**src/rtl/sensing_scheduler_pkg.sv**
```systemverilog
// Shared types and constants for the sensing scheduler and the drive FSMs.
// State encodings double as the LED/debug code on state_out.
package sensing_sched_pkg;

  typedef logic [2:0] state_t;

  localparam state_t ST_LISTEN   = 3'd0;
  localparam state_t ST_SETTLE   = 3'd1;
  localparam state_t ST_WAIT_SOP = 3'd2;
  localparam state_t ST_IN_FRAME = 3'd3;
  localparam state_t ST_SEND     = 3'd4;
  localparam state_t ST_COOLDOWN = 3'd5;

  localparam logic [3:0] DIR_IDLE_BASE   = 4'd0;
  localparam logic [3:0] DIR_FORWARD     = 4'd1;
  localparam logic [3:0] DIR_REVERSE     = 4'd2;
  localparam logic [3:0] DIR_TURN_LEFT   = 4'd3;
  localparam logic [3:0] DIR_IDLE_TABLE  = 4'd4;
  localparam logic [3:0] DIR_TURN_RIGHT  = 4'd5;
  localparam logic [3:0] DIR_PIVOT_LEFT  = 4'd6;
  localparam logic [3:0] DIR_PIVOT_RIGHT = 4'd7;
  localparam logic [3:0] DIR_STOP        = 4'd8;

  localparam int DEF_SETTLE_CYCLES   = 50000;
  localparam int DEF_NUM_FRAMES      = 1;
  localparam int DEF_TIMEOUT_CYCLES  = 50_000_000;
  localparam int DEF_COOLDOWN_CYCLES = 25000;
  localparam int DEF_PERIOD_CYCLES   = 500_000_000;

  // Counter width wide enough for the largest of three load values, plus one.
  function automatic int timer_width(input int a, input int b, input int c);
    int m;
    m = a;
    if (b > m) m = b;
    if (c > m) m = c;
    return $clog2(m) + 1;
  endfunction

endpackage

```
**src/rtl/sensing_scheduler_if.sv**
```systemverilog
// Control/status bundle between the sensing scheduler and the FFT, camera and UART sender.
interface sensing_scheduler_if;

  logic [3:0] direction;
  logic       capture_req;
  logic       frame_sop;
  logic       frame_eop;
  logic       sender_idle;
  logic       fft_enable;
  logic       colour_latch;
  logic       sender_start;
  logic       busy;
  logic [2:0] state_out;
  logic       timeout_err;

  modport master (
    input  direction, capture_req, frame_sop, frame_eop, sender_idle,
    output fft_enable, colour_latch, sender_start, busy, state_out, timeout_err
  );

  modport slave (
    output direction, capture_req, frame_sop, frame_eop, sender_idle,
    input  fft_enable, colour_latch, sender_start, busy, state_out, timeout_err
  );

endinterface

```
**src/rtl/sensing_scheduler_sched_timer.sv**
```systemverilog
// Loadable down-counter that saturates at zero; expired is high while the count is zero.
module sched_timer #(
  parameter int             W       = 8,
  parameter logic [W-1:0]   RST_VAL = '0
) (
  input  logic         clk,
  input  logic         rst_n,
  input  logic         load,
  input  logic [W-1:0] load_val,
  input  logic         en,
  output logic         expired
);

  logic [W-1:0] count;

  always_ff @(posedge clk or negedge rst_n) begin
    if (!rst_n) begin
      count <= RST_VAL;
    end else if (load) begin
      count <= load_val;
    end else if (en && (count != '0)) begin
      count <= count - W'(1);
    end
  end

  assign expired = (count == '0);

endmodule

```
**src/rtl/sensing_scheduler.sv**
```systemverilog
// Time-shares mic/FFT and camera/UART: trigger -> FFT off (2 cycles) -> settle -> N frames -> send -> cooldown.
// Optional periodic auto-capture is enabled by defining SENSING_PERIODIC_CAPTURE_EN.
module sensing_scheduler
  import sensing_sched_pkg::*;
#(
  parameter int         SETTLE_CYCLES   = DEF_SETTLE_CYCLES,
  parameter int         NUM_FRAMES      = DEF_NUM_FRAMES,
  parameter int         TIMEOUT_CYCLES  = DEF_TIMEOUT_CYCLES,
  parameter int         COOLDOWN_CYCLES = DEF_COOLDOWN_CYCLES,
`ifdef SENSING_PERIODIC_CAPTURE_EN
  parameter int         PERIOD_CYCLES   = DEF_PERIOD_CYCLES,
`endif
  parameter logic [3:0] IDLE_TABLE_CODE = DIR_IDLE_TABLE
) (
  input logic               clk,
  input logic               rst_n,
  sensing_scheduler_if.master bus
);

  localparam int TW = timer_width(SETTLE_CYCLES, TIMEOUT_CYCLES, COOLDOWN_CYCLES);
  localparam int FW = $clog2(NUM_FRAMES + 1);

  // Timers expire on reaching zero, so loading N-1 makes a state last exactly N cycles.
  localparam logic [TW-1:0] LD_SETTLE   = TW'(SETTLE_CYCLES - 1);
  localparam logic [TW-1:0] LD_TIMEOUT  = TW'(TIMEOUT_CYCLES - 1);
  localparam logic [TW-1:0] LD_COOLDOWN = TW'(COOLDOWN_CYCLES - 1);
  localparam logic [FW-1:0] LAST_FRAME  = FW'(NUM_FRAMES - 1);

  state_t          state;
  state_t          state_nxt;
  logic            pending;
  logic [3:0]      prev_direction;
  logic [FW-1:0]   frame_cnt;
  logic [FW-1:0]   frame_cnt_nxt;
  logic            ack_seen;
  logic            ack_seen_nxt;
  logic            timeout_err;
  logic            sender_start_q;
  logic            tmr_load;
  logic [TW-1:0]   tmr_val;
  logic            tmr_expired;
  logic            err_set;
  logic            latch;
  logic            start;
  logic            auto_trig;
  logic            per_trig;
  logic            trig;

  sched_timer #(.W(TW)) u_state_timer (
    .clk      (clk),
    .rst_n    (rst_n),
    .load     (tmr_load),
    .load_val (tmr_val),
    .en       (1'b1),
    .expired  (tmr_expired)
  );

`ifdef SENSING_PERIODIC_CAPTURE_EN
  localparam int            PW        = $clog2(PERIOD_CYCLES) + 1;
  localparam logic [PW-1:0] LD_PERIOD = PW'(PERIOD_CYCLES - 1);

  logic per_expired;

  // Free-running; any capture start re-arms the full period.
  sched_timer #(.W(PW), .RST_VAL(LD_PERIOD)) u_period_timer (
    .clk      (clk),
    .rst_n    (rst_n),
    .load     (start | per_expired),
    .load_val (LD_PERIOD),
    .en       (1'b1),
    .expired  (per_expired)
  );

  assign per_trig = per_expired && (state == ST_LISTEN);
`else
  assign per_trig = 1'b0;
`endif

  assign auto_trig = (bus.direction == IDLE_TABLE_CODE) && (prev_direction != IDLE_TABLE_CODE);
  assign trig      = auto_trig | bus.capture_req | per_trig;

  always_comb begin
    state_nxt     = state;
    frame_cnt_nxt = frame_cnt;
    ack_seen_nxt  = ack_seen;
    tmr_load      = 1'b0;
    tmr_val       = '0;
    err_set       = 1'b0;
    latch         = 1'b0;
    start         = 1'b0;

    case (state)
      ST_LISTEN: begin
        if (pending) begin
          start     = 1'b1;
          state_nxt = ST_SETTLE;
          tmr_load  = 1'b1;
          tmr_val   = LD_SETTLE;
        end
      end

      ST_SETTLE: begin
        if (tmr_expired) begin
          state_nxt     = ST_WAIT_SOP;
          frame_cnt_nxt = '0;
          tmr_load      = 1'b1;
          tmr_val       = LD_TIMEOUT;
        end
      end

      // An eop here closes a frame we never saw start, so it is ignored.
      ST_WAIT_SOP: begin
        if (bus.frame_sop) begin
          state_nxt = ST_IN_FRAME;
          tmr_load  = 1'b1;
          tmr_val   = LD_TIMEOUT;
        end else if (tmr_expired) begin
          state_nxt = ST_COOLDOWN;
          err_set   = 1'b1;
          tmr_load  = 1'b1;
          tmr_val   = LD_COOLDOWN;
        end
      end

      ST_IN_FRAME: begin
        if (bus.frame_eop) begin
          tmr_load = 1'b1;
          if (frame_cnt == LAST_FRAME) begin
            latch        = 1'b1;
            state_nxt    = ST_SEND;
            ack_seen_nxt = 1'b0;
            tmr_val      = LD_TIMEOUT;
          end else begin
            frame_cnt_nxt = frame_cnt + FW'(1);
            tmr_val       = LD_TIMEOUT;
            state_nxt     = bus.frame_sop ? ST_IN_FRAME : ST_WAIT_SOP;
          end
        end else if (bus.frame_sop) begin
          // Missing eop: treat as a fresh frame start without counting.
          tmr_load = 1'b1;
          tmr_val  = LD_TIMEOUT;
        end else if (tmr_expired) begin
          state_nxt = ST_COOLDOWN;
          err_set   = 1'b1;
          tmr_load  = 1'b1;
          tmr_val   = LD_COOLDOWN;
        end
      end

      ST_SEND: begin
        if (!ack_seen && !bus.sender_idle) begin
          ack_seen_nxt = 1'b1;
          tmr_load     = 1'b1;
          tmr_val      = LD_TIMEOUT;
        end else if (ack_seen && bus.sender_idle) begin
          state_nxt = ST_COOLDOWN;
          tmr_load  = 1'b1;
          tmr_val   = LD_COOLDOWN;
        end else if (tmr_expired) begin
          state_nxt = ST_COOLDOWN;
          err_set   = 1'b1;
          tmr_load  = 1'b1;
          tmr_val   = LD_COOLDOWN;
        end
      end

      ST_COOLDOWN: begin
        if (tmr_expired) begin
          state_nxt = ST_LISTEN;
        end
      end

      default: begin
        state_nxt = ST_LISTEN;
      end
    endcase
  end

  always_ff @(posedge clk or negedge rst_n) begin
    if (!rst_n) begin
      state          <= ST_LISTEN;
      pending        <= 1'b0;
      prev_direction <= IDLE_TABLE_CODE;
      frame_cnt      <= '0;
      ack_seen       <= 1'b0;
      timeout_err    <= 1'b0;
      sender_start_q <= 1'b0;
    end else begin
      state          <= state_nxt;
      pending        <= (pending & ~start) | trig;
      prev_direction <= bus.direction;
      frame_cnt      <= frame_cnt_nxt;
      ack_seen       <= ack_seen_nxt;
      timeout_err    <= timeout_err | err_set;
      sender_start_q <= (state_nxt == ST_SEND) && (state != ST_SEND);
    end
  end

  assign bus.fft_enable   = (state == ST_LISTEN) || (state == ST_COOLDOWN);
  assign bus.busy         = (state != ST_LISTEN);
  assign bus.state_out    = state;
  assign bus.colour_latch = latch;
  assign bus.sender_start = sender_start_q;
  assign bus.timeout_err  = timeout_err;

endmodule

```
**src/flat_wrapper.sv**
```systemverilog
// flat-port wrapper written by rule: the top's interface ports become plain ports
module sensing_scheduler_flat import sensing_sched_pkg::*;
#(
  parameter int         SETTLE_CYCLES   = DEF_SETTLE_CYCLES,
  parameter int         NUM_FRAMES      = DEF_NUM_FRAMES,
  parameter int         TIMEOUT_CYCLES  = DEF_TIMEOUT_CYCLES,
  parameter int         COOLDOWN_CYCLES = DEF_COOLDOWN_CYCLES,

  parameter logic [3:0] IDLE_TABLE_CODE = DIR_IDLE_TABLE
)
  (clk, rst_n, bus_direction, bus_capture_req, bus_frame_sop, bus_frame_eop, bus_sender_idle, bus_fft_enable, bus_colour_latch, bus_sender_start, bus_busy, bus_state_out, bus_timeout_err);
  sensing_scheduler_if bus_i ();
  input logic clk;
  input logic rst_n;
  input wire logic [$bits(bus_i.direction)-1:0] bus_direction;
  input wire logic [$bits(bus_i.capture_req)-1:0] bus_capture_req;
  input wire logic [$bits(bus_i.frame_sop)-1:0] bus_frame_sop;
  input wire logic [$bits(bus_i.frame_eop)-1:0] bus_frame_eop;
  input wire logic [$bits(bus_i.sender_idle)-1:0] bus_sender_idle;
  output wire logic [$bits(bus_i.fft_enable)-1:0] bus_fft_enable;
  output wire logic [$bits(bus_i.colour_latch)-1:0] bus_colour_latch;
  output wire logic [$bits(bus_i.sender_start)-1:0] bus_sender_start;
  output wire logic [$bits(bus_i.busy)-1:0] bus_busy;
  output wire logic [$bits(bus_i.state_out)-1:0] bus_state_out;
  output wire logic [$bits(bus_i.timeout_err)-1:0] bus_timeout_err;
  assign bus_i.direction = bus_direction;
  assign bus_i.capture_req = bus_capture_req;
  assign bus_i.frame_sop = bus_frame_sop;
  assign bus_i.frame_eop = bus_frame_eop;
  assign bus_i.sender_idle = bus_sender_idle;
  assign bus_fft_enable = bus_i.fft_enable;
  assign bus_colour_latch = bus_i.colour_latch;
  assign bus_sender_start = bus_i.sender_start;
  assign bus_busy = bus_i.busy;
  assign bus_state_out = bus_i.state_out;
  assign bus_timeout_err = bus_i.timeout_err;
  sensing_scheduler #(.SETTLE_CYCLES(SETTLE_CYCLES), .NUM_FRAMES(NUM_FRAMES), .TIMEOUT_CYCLES(TIMEOUT_CYCLES), .COOLDOWN_CYCLES(COOLDOWN_CYCLES), .IDLE_TABLE_CODE(IDLE_TABLE_CODE)) u_core (.clk(clk), .rst_n(rst_n), .bus(bus_i));
endmodule
```
**config.mk**
```make
export PLATFORM = sky130hd
export DESIGN_NAME = sensing_scheduler_flat
export DESIGN_NICKNAME = d
export VERILOG_FILES = /design/src/rtl/sensing_scheduler_pkg.sv /design/src/rtl/sensing_scheduler_if.sv /design/src/rtl/sensing_scheduler_sched_timer.sv /design/src/rtl/sensing_scheduler.sv /design/src/flat_wrapper.sv
export SDC_FILE = /design/constraint.sdc
export NUM_CORES = 1
export LEC_CHECK = 0
export CORE_ASPECT_RATIO = 0.75
export CORE_MARGIN = 2
export CORE_UTILIZATION = 55
export CTS_CLUSTER_DIAMETER = 60
export DETAILED_ROUTE_END_ITERATION = 10
export PLACE_DENSITY = 0.75
export SYNTH_ARGS = -nofsm -noshare
export SYNTH_HDL_FRONTEND = slang
export SYNTH_HIERARCHICAL = 1
export SYNTH_SLANG_ARGS = --single-unit
```
**constraint.sdc**
```tcl
create_clock -name clk -period 4.6 [get_ports clk]
set_clock_uncertainty 0.1 [all_clocks]
set_input_delay 1.15 -clock clk [delete_from_list [all_inputs] [get_ports clk]]
set_output_delay 1.15 -clock clk [all_outputs]
set_load 0.005 [all_outputs]
```
==> results.md <==
* Leakage power at 1.036 nW
* Via count at 2,216
* Hpwl dp at 4.111 mm
* Post-synth EDFFs at 0
* Crit path cell chain: nor4_4, nand2_1, nor4b_1, nor3b_1, a21o_1, a21oi_1, o22ai_2, inv_1, a31o_2
* Rows at 21
* Cts bufs inserted at 5
* Hold Violations, Final at 0
* Period Utilization, post-route at 81.14%
* Hold buffer count at cts at 0
* Register area share after synthesis at 38.28%
* RSZ-0062 raised after global routing: no
* Total track usage at 25.04%
* Top_reg_cell synth: dfrtp_1
* Startpoint class of the critical path: flop
* First-pass GRT wire length at 9.853 mm
* CP top delay family: simple AND/OR/NAND/NOR gates
* Routed WL per cell at 16.45 um
* Multiplexer area fraction after synthesis at 0.8551%
* Routed Antenna Nets at 0
* CTS sink cnt at 38
* Largest stage delay, worst path at 0.54 ns
* Final setup viols at 0
* Worst setup margin at 0.8673 ns
* Non-Filler Instances at 354
* Synth Area in Simple Gates at 30.43%
* Share of cells above drive strength 1 at 12.79%
* H-tree depth at 2
* Max-cap violations at 0
* Cells after DPL at 346
* Largest family of logic cells by synthesized area: simple AND/OR/NAND/NOR gates
* Vias in the first global route at 2,025
* Vias per cell at 6.260
* DRT Pass-1 Iters at 5
* Max Clk Rate at 267.9 MHz
* Largest net degree at the start of global routing at 39
* Clock latency on the worst-skew pair at 0.29 ns
* Die Y at 62.24 um
* Post-CTS Setup Inserts at 0
* Xor-xnor portion of the synthesized cell area at 2.465%
* Netlist cell types at 66
* Synth-to-Final Area Change at 11.87%
* Port-buffer cells at 17
* Synthesized area at 2487 um2
* Hold crit path type: reg2reg
* Cells after Synth at 274
* Max VDD drop at 252.3 uV
* Slowest-stage cell, CP: nor3b_1
* Setup tns final at 0 ns
* Arr. time, crit path at 3.81 ns
* Leading cell type in the layout, fill and taps excluded: dfrtp_1
* Worst-path clk slew at 0.08 ns
* CORE AREA at 4414 um2
* Slew @ Worst Pin at 0.8656 ns
* Number of buffers and inverters on the critical path at 1
* Final net count at 307
* Placement Setup Slack at 0.8718 ns
* Hold Slack at 0.3806 ns
* Ant. Diodes at 0
* IO Pins at 18
* Post-CTS Resized at 0
* Slew Viols, Final at 0
* Routed wire length at 5.824 mm
* Syn Area/Cell at 9.078 um2
* Crit path max fanout at 21
* GP Congestion at 0.8550
* Fin crit period at 3.733 ns
* Root Driver: clkbuf_8
* Area of the die at 5082 um2
* CP Capture Type: flop
* Post-synthesis adder-cell area fraction at 0.5030%
* Kind of critical path: reg2reg
* Asr flop ratio synth at 100.0%
* Most frequent cells in the layout: dfrtp_1, nand2_1, nor2_1
* Overflow after GRT at 0
* Outcome: complete, no violations
* CTS max path bufs at 2
* WP data required at 4.68 ns
* Post-synthesis compound-gate area fraction at 22.28%
* # DRC at 0
* Yosys warning count at 6
* CTS tree: yes
* Pwr dens at 436.5 nW/um2
* First DRT Iteration DRCs at 243
* Seq cells post-synth at 38
* Starting Density at 56.35%
* Die Span X at 81.66 um
* Slew margin rel. at 42.30%
* Initial antenna violation count at 0
[per-stage QoR]
step	power (mW)	instance area (um2)	util (%)
6_report	1.215	2783	63.04
5_1_grt	1.303	2783	63.04
4_1_cts	1.210	2783	63.04
2_1_floorplan	0.8733	2517	-
3_5_place_dp	0.9866	2703	61.22
3_3_place_gp	0.9700	2703	61.22
[cells in the mapped netlist (3+ instances only)]
cell type	number	share of area, %
dfrtp_1	37	37
nor3_1	8	1.6
nand4_1	3	0.75
buf_6	4	1.8
a21oi_1	6	1.2
and3_4	3	1.4
o211ai_1	6	1.8
nor2_1	18	2.7
buf_2	4	0.80
or4_1	9	2.7
clkbuf_1	6	0.91
nor4_1	6	1.5
nand2_1	29	4.4
or3_1	6	1.5
inv_1	9	1.4
nand3_1	7	1.4
o31a_1	5	1.8
o21ai_1	4	0.80
o31ai_1	4	1.2
o21ai_0	11	2.2
nor3b_1	4	1.2
a31oi_1	10	2.5
xnor2_1	6	2.1
nand2b_1	6	1.5
o22ai_1	5	1.3
or2_2	4	1.0
[logic make-up after synthesis]
| kind of cell | Yosys count |
|---|---|
| AO/OA/AOI/OAI | 75 |
| XOR/XNOR | 7 |
| adder cells (fa/ha/maj) | 1 |
| buffers and inverters | 23 |
| flip-flops | 38 |
| multiplexers | 2 |
| other | 2 |
| AND/OR/NAND/NOR | 126 |
[state kept, by name (all words and copies together) (netlist names)]
| register | cells |
|---|---|
| u_core/bus.state_out | 3 |
| u_core/prev_direction | 4 |
| u_core/ack_seen | 1 |
| u_core/bus.sender_start | 1 |
| u_core/bus.timeout_err | 1 |
| u_core/pending | 1 |
| u_core/u_state_timer/count | 27 |
[per-layer routing]
layer / up-vias / routed length, um / global-route usage (%)
met4: 0 / 49 / 6.458
met1: 1071 / 2933 / 39.38
met3: 7 / 305 / 5.959
met5: - / 0 / 0
met2: 61 / 2535 / 34.22
li1: 1077 / - / -
[layout make-up]
class                      count  area [um2]
timing repair buffer          21       195.2
sequential                    38       952.2
clock buffer                   8       80.08
inverter                       9       33.78
multi-input combinational    221        1450
tap                           57       71.32
fill                         395        1632
[power by group]
| part | switching [mW] | internal [mW] | total [mW] |
|---|---|---|---|
| logic | 0.239 | 0.195 | 0.433 |
| registers | 0.132 | 0.427 | 0.558 |
| clock network | 0.115 | 0.108 | 0.223 |
[tightest hold or removal path, delay by kind of cell (launching register included)]
| family | cells | cell delay [ns] |
|---|---|---|
| compound gates | 1 | 0.06 |
| buf+inv | 1 | 0.04 |
| flops | 1 | 0.35 |
[worst paths after layout]
| check | from | slack, ns | end | depth (start not counted) |
|---|---|---|---|---|
| max in group asynchronous | rst_n | 2.99 | u_core/u_state_timer/count[11] | 1 |
| setup / recovery | u_core/u_state_timer/count[21] | 0.87 | u_core/u_state_timer/count[25] | 9 |
| hold / removal | u_core/bus.timeout_err | 0.38 | u_core/bus.timeout_err | 2 |
| hold reg to reg | u_core/bus.timeout_err | 0.38 | u_core/bus.timeout_err | 2 |
| min in group asynchronous | rst_n | 0.86 | u_core/bus.timeout_err | 1 |
| setup reg to reg | u_core/u_state_timer/count[21] | 0.87 | u_core/u_state_timer/count[25] | 9 |
Note: power is estimated with default switching activity, not from simulation.
